## src/rtl/bcd_conv_pkg.sv

```systemverilog
// Shared types and defaults for the BCD converter arbiter slice.
package bcd_conv_pkg;

  localparam int BCD_W       = 12;
  localparam int BIN_W       = 10;
  localparam int TIMEOUT_DEF = 40;

  typedef enum logic [2:0] {
    S_IDLE  = 3'd0,
    S_ARB   = 3'd1,
    S_CHK   = 3'd2,
    S_START = 3'd3,
    S_WAIT  = 3'd4,
    S_RESP  = 3'd5,
    S_COOL  = 3'd6
  } state_t;

endpackage

```

## src/rtl/rr_arbiter.sv

```systemverilog
// Round-robin pick: first request at or above ptr, wrapping at N_REQ.
module rr_arbiter #(
  parameter int N_REQ = 4,
  parameter int PW    = 2
) (
  input  logic [N_REQ-1:0] req,
  input  logic [PW-1:0]    ptr,
  output logic [N_REQ-1:0] gnt,
  output logic [PW-1:0]    idx,
  output logic             any
);

  always_comb begin
    gnt = '0;
    idx = '0;
    any = 1'b0;
    for (int k = 0; k < N_REQ; k++) begin
      if (!any && req[(int'(ptr) + k) % N_REQ]) begin
        any = 1'b1;
        gnt[(int'(ptr) + k) % N_REQ] = 1'b1;
        idx = PW'((int'(ptr) + k) % N_REQ);
      end
    end
  end

endmodule

```

## src/rtl/bcd_conv_arbiter.sv

```systemverilog
// Shares one BCD-to-binary converter among N_REQ requesters: round-robin grant,
// digit check, St/Done sequencing with timeout, one-cycle response to the grantee.
module bcd_conv_arbiter #(
  parameter int N_REQ   = 4,
  parameter int BCD_W   = bcd_conv_pkg::BCD_W,
  parameter int BIN_W   = bcd_conv_pkg::BIN_W,
  parameter int TIMEOUT = bcd_conv_pkg::TIMEOUT_DEF
) (
  input  logic                   CLK,
  input  logic                   Rst_n,
  input  logic [N_REQ-1:0]       Req,
  input  logic [N_REQ*BCD_W-1:0] Req_BCD,
  output logic [N_REQ-1:0]       Gnt,
  output logic [N_REQ-1:0]       Rsp_Valid,
  output logic [BIN_W-1:0]       Rsp_Binary,
  output logic                   Rsp_Err,
  output logic                   Conv_St,
  output logic [BCD_W-1:0]       Conv_BCD,
  input  logic                   Conv_Done,
  input  logic [BIN_W-1:0]       Conv_Binary,
  output logic                   Busy
);
  import bcd_conv_pkg::*;

  localparam int PW = (N_REQ > 1) ? $clog2(N_REQ) : 1;
  localparam int CW = $clog2(TIMEOUT + 1);
  localparam int ND = BCD_W / 4;

  state_t           state, state_nxt;
  logic [PW-1:0]    ptr, win_idx;
  logic [N_REQ-1:0] win, gnt_q;
  logic             any_req, done_q, done_edge, bad_digit, busy_q, cool_lo;
  logic [CW-1:0]    cnt, cnt_inc;
  logic             to_hit;
  logic [BCD_W-1:0] bcd_q;
  logic [BIN_W-1:0] res_q;
  logic             err_q;
  logic [ND-1:0]    dig_bad;

  rr_arbiter #(.N_REQ(N_REQ), .PW(PW)) u_rr (
    .req(Req), .ptr(ptr), .gnt(win), .idx(win_idx), .any(any_req)
  );

  for (genvar d = 0; d < ND; d++) begin : g_dig
    assign dig_bad[d] = (bcd_q[4*d +: 4] > 4'd9);
  end
  assign bad_digit = |dig_bad;

  // Done is only trusted on its rising edge so a level left over from an
  // earlier conversion cannot complete the current one.
  always_ff @(posedge CLK) done_q <= Conv_Done;
  assign done_edge = Conv_Done & ~done_q;

  assign cnt_inc = (cnt == CW'(TIMEOUT)) ? cnt : cnt + CW'(1);
  assign to_hit  = (cnt_inc == CW'(TIMEOUT));

  always_comb begin
    state_nxt = state;
    case (state)
      S_IDLE:  if (|Req) state_nxt = S_ARB;
      S_ARB:   state_nxt = any_req ? S_CHK : S_IDLE;
      S_CHK:   state_nxt = bad_digit ? S_RESP : S_START;
      S_START: state_nxt = S_WAIT;
      S_WAIT:  if (done_edge || to_hit) state_nxt = S_RESP;
      S_RESP:  state_nxt = S_COOL;
      S_COOL:  if (cool_lo) state_nxt = S_IDLE;
      default: state_nxt = S_IDLE;
    endcase
  end

  always_ff @(posedge CLK) begin
    if (!Rst_n) begin
      // A converter still showing Done must drain before it can be restarted.
      state   <= Conv_Done ? S_COOL : S_IDLE;
      ptr     <= '0;
      gnt_q   <= '0;
      bcd_q   <= '0;
      res_q   <= '0;
      err_q   <= 1'b0;
      cnt     <= '0;
      busy_q  <= 1'b0;
      cool_lo <= 1'b0;
    end else begin
      state   <= state_nxt;
      busy_q  <= (state_nxt != S_IDLE);
      cool_lo <= (state == S_COOL) && !cool_lo && !Conv_Done;
      case (state)
        S_ARB: if (any_req) begin
          gnt_q <= win;
          bcd_q <= Req_BCD[int'(win_idx)*BCD_W +: BCD_W];
          ptr   <= (win_idx == PW'(N_REQ-1)) ? '0 : win_idx + PW'(1);
        end
        S_CHK: if (bad_digit) begin
          res_q <= '0;
          err_q <= 1'b1;
        end
        S_START: begin
          cnt   <= '0;
          res_q <= '0;
          err_q <= 1'b0;
        end
        S_WAIT: begin
          cnt <= cnt_inc;
          if (done_edge) begin
            res_q <= Conv_Binary;
            err_q <= 1'b0;
          end else if (to_hit) begin
            res_q <= '0;
            err_q <= 1'b1;
          end
        end
        S_RESP: gnt_q <= '0;
        default: ;
      endcase
    end
  end

  assign Gnt        = gnt_q;
  assign Rsp_Valid  = (state == S_RESP) ? gnt_q : '0;
  assign Rsp_Binary = (state == S_RESP) ? res_q : '0;
  assign Rsp_Err    = (state == S_RESP) & err_q;
  assign Conv_St    = (state == S_START);
  assign Conv_BCD   = bcd_q;
  assign Busy       = busy_q;

endmodule

```

## config.mk

```make
export PLATFORM = sky130hd
export DESIGN_NAME = bcd_conv_arbiter
export DESIGN_NICKNAME = d
export VERILOG_FILES = /design/src/rtl/bcd_conv_pkg.sv /design/src/rtl/rr_arbiter.sv /design/src/rtl/bcd_conv_arbiter.sv
export SDC_FILE = /design/constraint.sdc
export NUM_CORES = 1
export LEC_CHECK = 0
export CORE_AREA = 3 3 94 87
export DETAILED_ROUTE_END_ITERATION = 7
export DIE_AREA = 0 0 97 90
export HOLD_SLACK_MARGIN = 0.06
export PLACE_DENSITY = 0.68
export SYNTH_ARGS = -nofsm -noshare
export SYNTH_HDL_FRONTEND = slang
export SYNTH_SLANG_ARGS = --single-unit
```

## constraint.sdc

```tcl
create_clock -name CLK -period 5.82 [get_ports CLK]
set_clock_uncertainty 0.2 [all_clocks]
set_input_delay 0.582 -clock CLK [delete_from_list [all_inputs] [get_ports CLK]]
set_output_delay 0.582 -clock CLK [all_outputs]
set_load 0.01 [all_outputs]
```

==> flow_summary.html <==
<table>
<tr><th>Metric</th><th>Value</th></tr>
<tr><th colspan="2">Global route</th></tr>
<tr><td>Vias in the first global route</td><td>2504</td></tr>
<tr><td>Pin count of the biggest net entering global routing</td><td>33</td></tr>
<tr><td>Number of antenna violations at the first check in global routing</td><td>0</td></tr>
<tr><td>Aggregate global-route resource usage</td><td>16.34%</td></tr>
<tr><td>Global-route wire length before repair</td><td>12300 µm</td></tr>
<tr><td>Total grt overflow</td><td>0</td></tr>
<tr><th colspan="2">Synthesis</th></tr>
<tr><td>Net Count, Synth</td><td>374</td></tr>
<tr><td>Number of enable-type register cells in the synthesized netlist</td><td>0</td></tr>
<tr><td>Total of flip-flops plus latches after synthesis</td><td>41</td></tr>
<tr><td>Post-synthesis sequential area ratio</td><td>30.20%</td></tr>
<tr><td>Area of the mapped netlist</td><td>0.002718 mm²</td></tr>
<tr><td>Count of yosys warnings during synthesis</td><td>0</td></tr>
<tr><td>Synthesized area per cell</td><td>9.059 µm²</td></tr>
<tr><td>Most frequently used flop master after synthesis</td><td>sky130_fd_sc_hd__dfxtp_1</td></tr>
<tr><td>Gate count of the mapped netlist</td><td>300</td></tr>
<tr><td>Async set-reset flop share out of synthesis</td><td>0%</td></tr>
<tr><td>Number of distinct library cell variants in the gate-level netlist after synthesis</td><td>58</td></tr>
<tr><th colspan="2">CTS</th></tr>
<tr><td>Number of sinks driven by the clock tree</td><td>41</td></tr>
<tr><td>Source-to-sink clock delay at the later pin of the worst-skew pair</td><td>290 ps</td></tr>
<tr><td>Post-CTS Setup Inserts</td><td>0</td></tr>
<tr><td>Number of gates given a new drive strength after cts</td><td>0</td></tr>
<tr><td>H-Tree Level Count</td><td>2</td></tr>
<tr><td>Clk root buf</td><td>sky130_fd_sc_hd__clkbuf_8</td></tr>
<tr><td>Clock edge transition at the registers on the reported setup and hold paths</td><td>80 ps</td></tr>
<tr><td>Clock tree from TritonCTS</td><td>done</td></tr>
<tr><td>TritonCTS buffer count</td><td>5</td></tr>
<tr><td>Total of hold buffers inserted after clock tree synthesis</td><td>0</td></tr>
<tr><td>Clock Path Buffers</td><td>2</td></tr>
<tr><th colspan="2">Power and ir drop</th></tr>
<tr><td>Sequential Power Share</td><td>~39%</td></tr>
<tr><td>Combinational cell fraction of total power</td><td>27.8%</td></tr>
<tr><td>Sw Pwr</td><td>0.0002319 W</td></tr>
<tr><td>Maximum VDD drop</td><td>0.0001052 V</td></tr>
<tr><td>Switching power as a share of total power</td><td>28.14%</td></tr>
<tr><td>Leakage power</td><td>1.518 nW</td></tr>
<tr><td>Cell-internal power</td><td>slightly below 0.0006 W</td></tr>
<tr><td>Clk network pwr share</td><td>between 30% and 40%</td></tr>
<tr><td>Total power per unit cell area</td><td>215.4 mW/mm²</td></tr>
<tr><th colspan="2">Drt</th></tr>
<tr><td>Antenna Violating Nets Remaining</td><td>0</td></tr>
<tr><td>Routed wire per std cell</td><td>around 15 µm</td></tr>
<tr><td>Post-detailed-routing wire length</td><td>7280 µm</td></tr>
<tr><td>Routed via count</td><td>2534</td></tr>
<tr><td>First DRT Iteration DRCs</td><td>100</td></tr>
<tr><td>Count of unresolved DRC violations after routing</td><td>0</td></tr>
<tr><td>Detailed-router iteration count before antenna repair</td><td>4</td></tr>
<tr><td>Number of vias per cell after detailed routing</td><td>5.312</td></tr>
<tr><th colspan="2">Layout</th></tr>
<tr><td>Area of all placed cells without fillers</td><td>0.003825 mm²</td></tr>
<tr><td>Count of nets after finishing</td><td>457</td></tr>
<tr><td>Final core utilization</td><td>roughly 54%</td></tr>
<tr><td>Antenna diode count</td><td>0</td></tr>
<tr><td>Share of final-layout standard cells stronger than drive strength 1</td><td>approximately 8.3%</td></tr>
<tr><td>Layout fillers</td><td>653</td></tr>
<tr><td>Synthesis-to-finish area growth</td><td>40.75%</td></tr>
<tr><th colspan="2">Hold path</th></tr>
<tr><td>Hold Path Class</td><td>register to register</td></tr>
<tr><th colspan="2">Worst setup path</th></tr>
<tr><td>Crit end category</td><td>register</td></tr>
<tr><td>Maximum single-stage delay on the critical path</td><td>850 ps</td></tr>
<tr><td>Timing endpoint of the critical path</td><td>Conv_BCD[2]</td></tr>
<tr><td>Reg2reg setup slack</td><td>1910 ps</td></tr>
<tr><td>Worst reg2reg endpoint</td><td>Conv_BCD[2]</td></tr>
<tr><td>Critical Path Start Type</td><td>register</td></tr>
<tr><td>Critical path, cell by cell</td><td>inv_1 &gt; ha_1 &gt; mux4_2 &gt; a21o_1 &gt; a21oi_4 &gt; mux2i_1 &gt; o221ai_2</td></tr>
<tr><td>Signal arrival time at the worst endpoint</td><td>3850 ps</td></tr>
<tr><td>Critical Path Fanout Max</td><td>25</td></tr>
<tr><td>Number of cells on the worst reg-to-reg path</td><td>7</td></tr>
<tr><td>Kind of critical path</td><td>register to register</td></tr>
<tr><td>Critical-path cell with the highest stage delay</td><td>sky130_fd_sc_hd__a21oi_4</td></tr>
<tr><td>Required arrival time at the worst endpoint</td><td>5770 ps</td></tr>
<tr><th colspan="2">Timing</th></tr>
<tr><td>Setup repair after global routing missed its margin</td><td>no</td></tr>
<tr><td>Aggregate negative setup slack</td><td>0 ps</td></tr>
<tr><td>Final Hold Violating Endpoints</td><td>0</td></tr>
<tr><td>Final count of negative-setup-slack endpoints</td><td>0</td></tr>
<tr><td>Actual transition at the worst max-transition pin</td><td>roughly 1100 ps</td></tr>
<tr><td>Achievable clock frequency</td><td>255.8 MHz</td></tr>
<tr><td>Worst max-slew margin expressed relative to the limit</td><td>between 20% and 30%</td></tr>
<tr><td>Final worst-path cycle share</td><td>67.16%</td></tr>
<tr><td>Clock period minus final worst setup slack</td><td>3909 ps</td></tr>
<tr><td>Pins over their slew limit</td><td>0</td></tr>
<tr><th colspan="2">Status</th></tr>
<tr><td>Status</td><td>completed</td></tr>
<tr><th colspan="2">Flow run</th></tr>
<tr><td>Max_cap viols</td><td>0</td></tr>
<tr><th colspan="2">Die</th></tr>
<tr><td>Die width</td><td>roughly 97 µm</td></tr>
<tr><td>Initial core utilization</td><td>38.02%</td></tr>
<tr><td>Count of standard-cell rows</td><td>29</td></tr>
<tr><td>Vert. Die Dim</td><td>90 µm</td></tr>
<tr><td>Area inside the core boundary</td><td>0.007148 mm²</td></tr>
<tr><td>Die Outline Area</td><td>0.008730 mm²</td></tr>
<tr><td>Ports placed on the boundary</td><td>98</td></tr>
<tr><th colspan="2">Placement</th></tr>
<tr><td>Final RePlAce weighted congestion</td><td>0.8435</td></tr>
<tr><td>Area after detailed placement</td><td>roughly 0.0037 mm²</td></tr>
<tr><td>Detailed placement HPWL</td><td>5235 µm</td></tr>
<tr><td>Buffers on Ports</td><td>97</td></tr>
</table>
stage by stage:
step	hold slack (ps)	setup slack, ps	power (W)	cells
after floorplan	219.8	2946	0.0004698	300
after global placement	241.8	2132	0.0005480	469
after detailed placement	241.9	1943	0.0005520	469
after CTS	254.4	1943	0.0008336	477
after global routing	293.9	1621	0.0008713	477
final	256.7	1911	0.0008241	477
critical path, delay by kind of cell, from the launching register on:
kind	cells	cell delay, ps
compound gates	3	1190
buf+inv	1	260
mux	2	760
fa+ha+maj	1	550
flops	1	790
placed cells by master (no fill, tap or decap), drive strengths merged, types with 4 or more instances in the layout:
master	instances
nor2b	10
xnor2	4
nand3	6
o2111ai	4
nor2	9
nor3	4
ha	9
clkdlybuf4s50	97
nand2	36
o221ai	12
dfxtp	41
inv	14
and2	17
mux2i	26
a21oi	10
clkbuf	5
a22oi	7
o211a	5
nand2b	4
a32o	10
o21ai	6
state kept, by name, summed over array words and instances, names as in the netlist, named ones only:
register and count:
Conv_BCD 12, res_q 10, cnt 6, Gnt 4, state 3, Busy 1, cool_lo 1, done_q 1
err_q 1, ptr 1
power by group through the flow:
stage	registers, W	logic (W)	clock network, W
2_1_floorplan	0.000319	0.000150	0
3_3_place_gp	0.000323	0.000224	0
3_5_place_dp	0.000324	0.000228	0
4_1_cts	0.000317	0.000230	0.000286
5_1_grt	0.000321	0.000253	0.000297
6_report	0.000317	0.000229	0.000278
area by class of cell:
cell class                 count  area (µm²)  area share, %
multi-input combinational    223        1715          44.85
clock inverter                 3       68.82          1.799
clock buffer                   5       68.82          1.799
inverter                      13       48.80          1.276
tap                           93       116.4          3.042
timing repair buffer          99       985.9          25.78
sequential                    41       820.8          21.46
synthesized netlist by cell type, types with 4 or more instances:
cell | n | share of area (%)
sky130_fd_sc_hd__and2_1 | 17 | 3.9
sky130_fd_sc_hd__ha_1 | 9 | 4.1
sky130_fd_sc_hd__nor2_1 | 9 | 1.2
sky130_fd_sc_hd__a22oi_1 | 7 | 1.9
sky130_fd_sc_hd__nor3_1 | 4 | 0.74
sky130_fd_sc_hd__dfxtp_1 | 41 | 30
sky130_fd_sc_hd__o21ai_0 | 5 | 0.92
sky130_fd_sc_hd__nand3_1 | 6 | 1.1
sky130_fd_sc_hd__nor2b_1 | 10 | 2.3
sky130_fd_sc_hd__a32o_1 | 10 | 3.7
sky130_fd_sc_hd__nand2b_1 | 4 | 0.92
sky130_fd_sc_hd__o221ai_2 | 10 | 5.5
sky130_fd_sc_hd__mux2i_1 | 26 | 9.6
sky130_fd_sc_hd__o2111ai_1 | 4 | 1.3
sky130_fd_sc_hd__xnor2_1 | 4 | 1.3
sky130_fd_sc_hd__inv_1 | 13 | 1.8
sky130_fd_sc_hd__a21oi_1 | 9 | 1.7
sky130_fd_sc_hd__nand2_1 | 35 | 4.8
sky130_fd_sc_hd__clkbuf_1 | 15 | 2.1
sky130_fd_sc_hd__o211a_1 | 5 | 1.8
metal layers:
metal | part of all wire [%] | track usage [%]
met1 | 46 | 22.53
met2 | 46 | 26.03
met3 | 6.8 | 4.567
met4 | 0.66 | 2.339
met5 | 0 | 0
worst min path at each step:
stage,start,to,cells past startpoint
3_3_place_gp,cool_lo,cool_lo,1
4_1_cts,cool_lo,cool_lo,1
5_1_grt,err_q,err_q,2
3_5_place_dp,cool_lo,cool_lo,1
6_report,cool_lo,cool_lo,1
2_1_floorplan,cool_lo,cool_lo,1
kinds of logic (layout without fill, tap and decap cells):
kind of cell             count (synthesis)  in the layout  share of synthesized area (%)
AO/OA/AOI/OAI                           75             75                          24.72
XOR/XNOR                                 4              4                          1.289
buffers and inverters                   36            120                          6.675
adder cells (fa/ha/maj)                  9              9                          4.144
flip-flops                              41             41                          30.20
multiplexers                            31             31                          12.89
AND/OR/NAND/NOR                        104            104                          20.07
(Power assumes the default switching activity.)
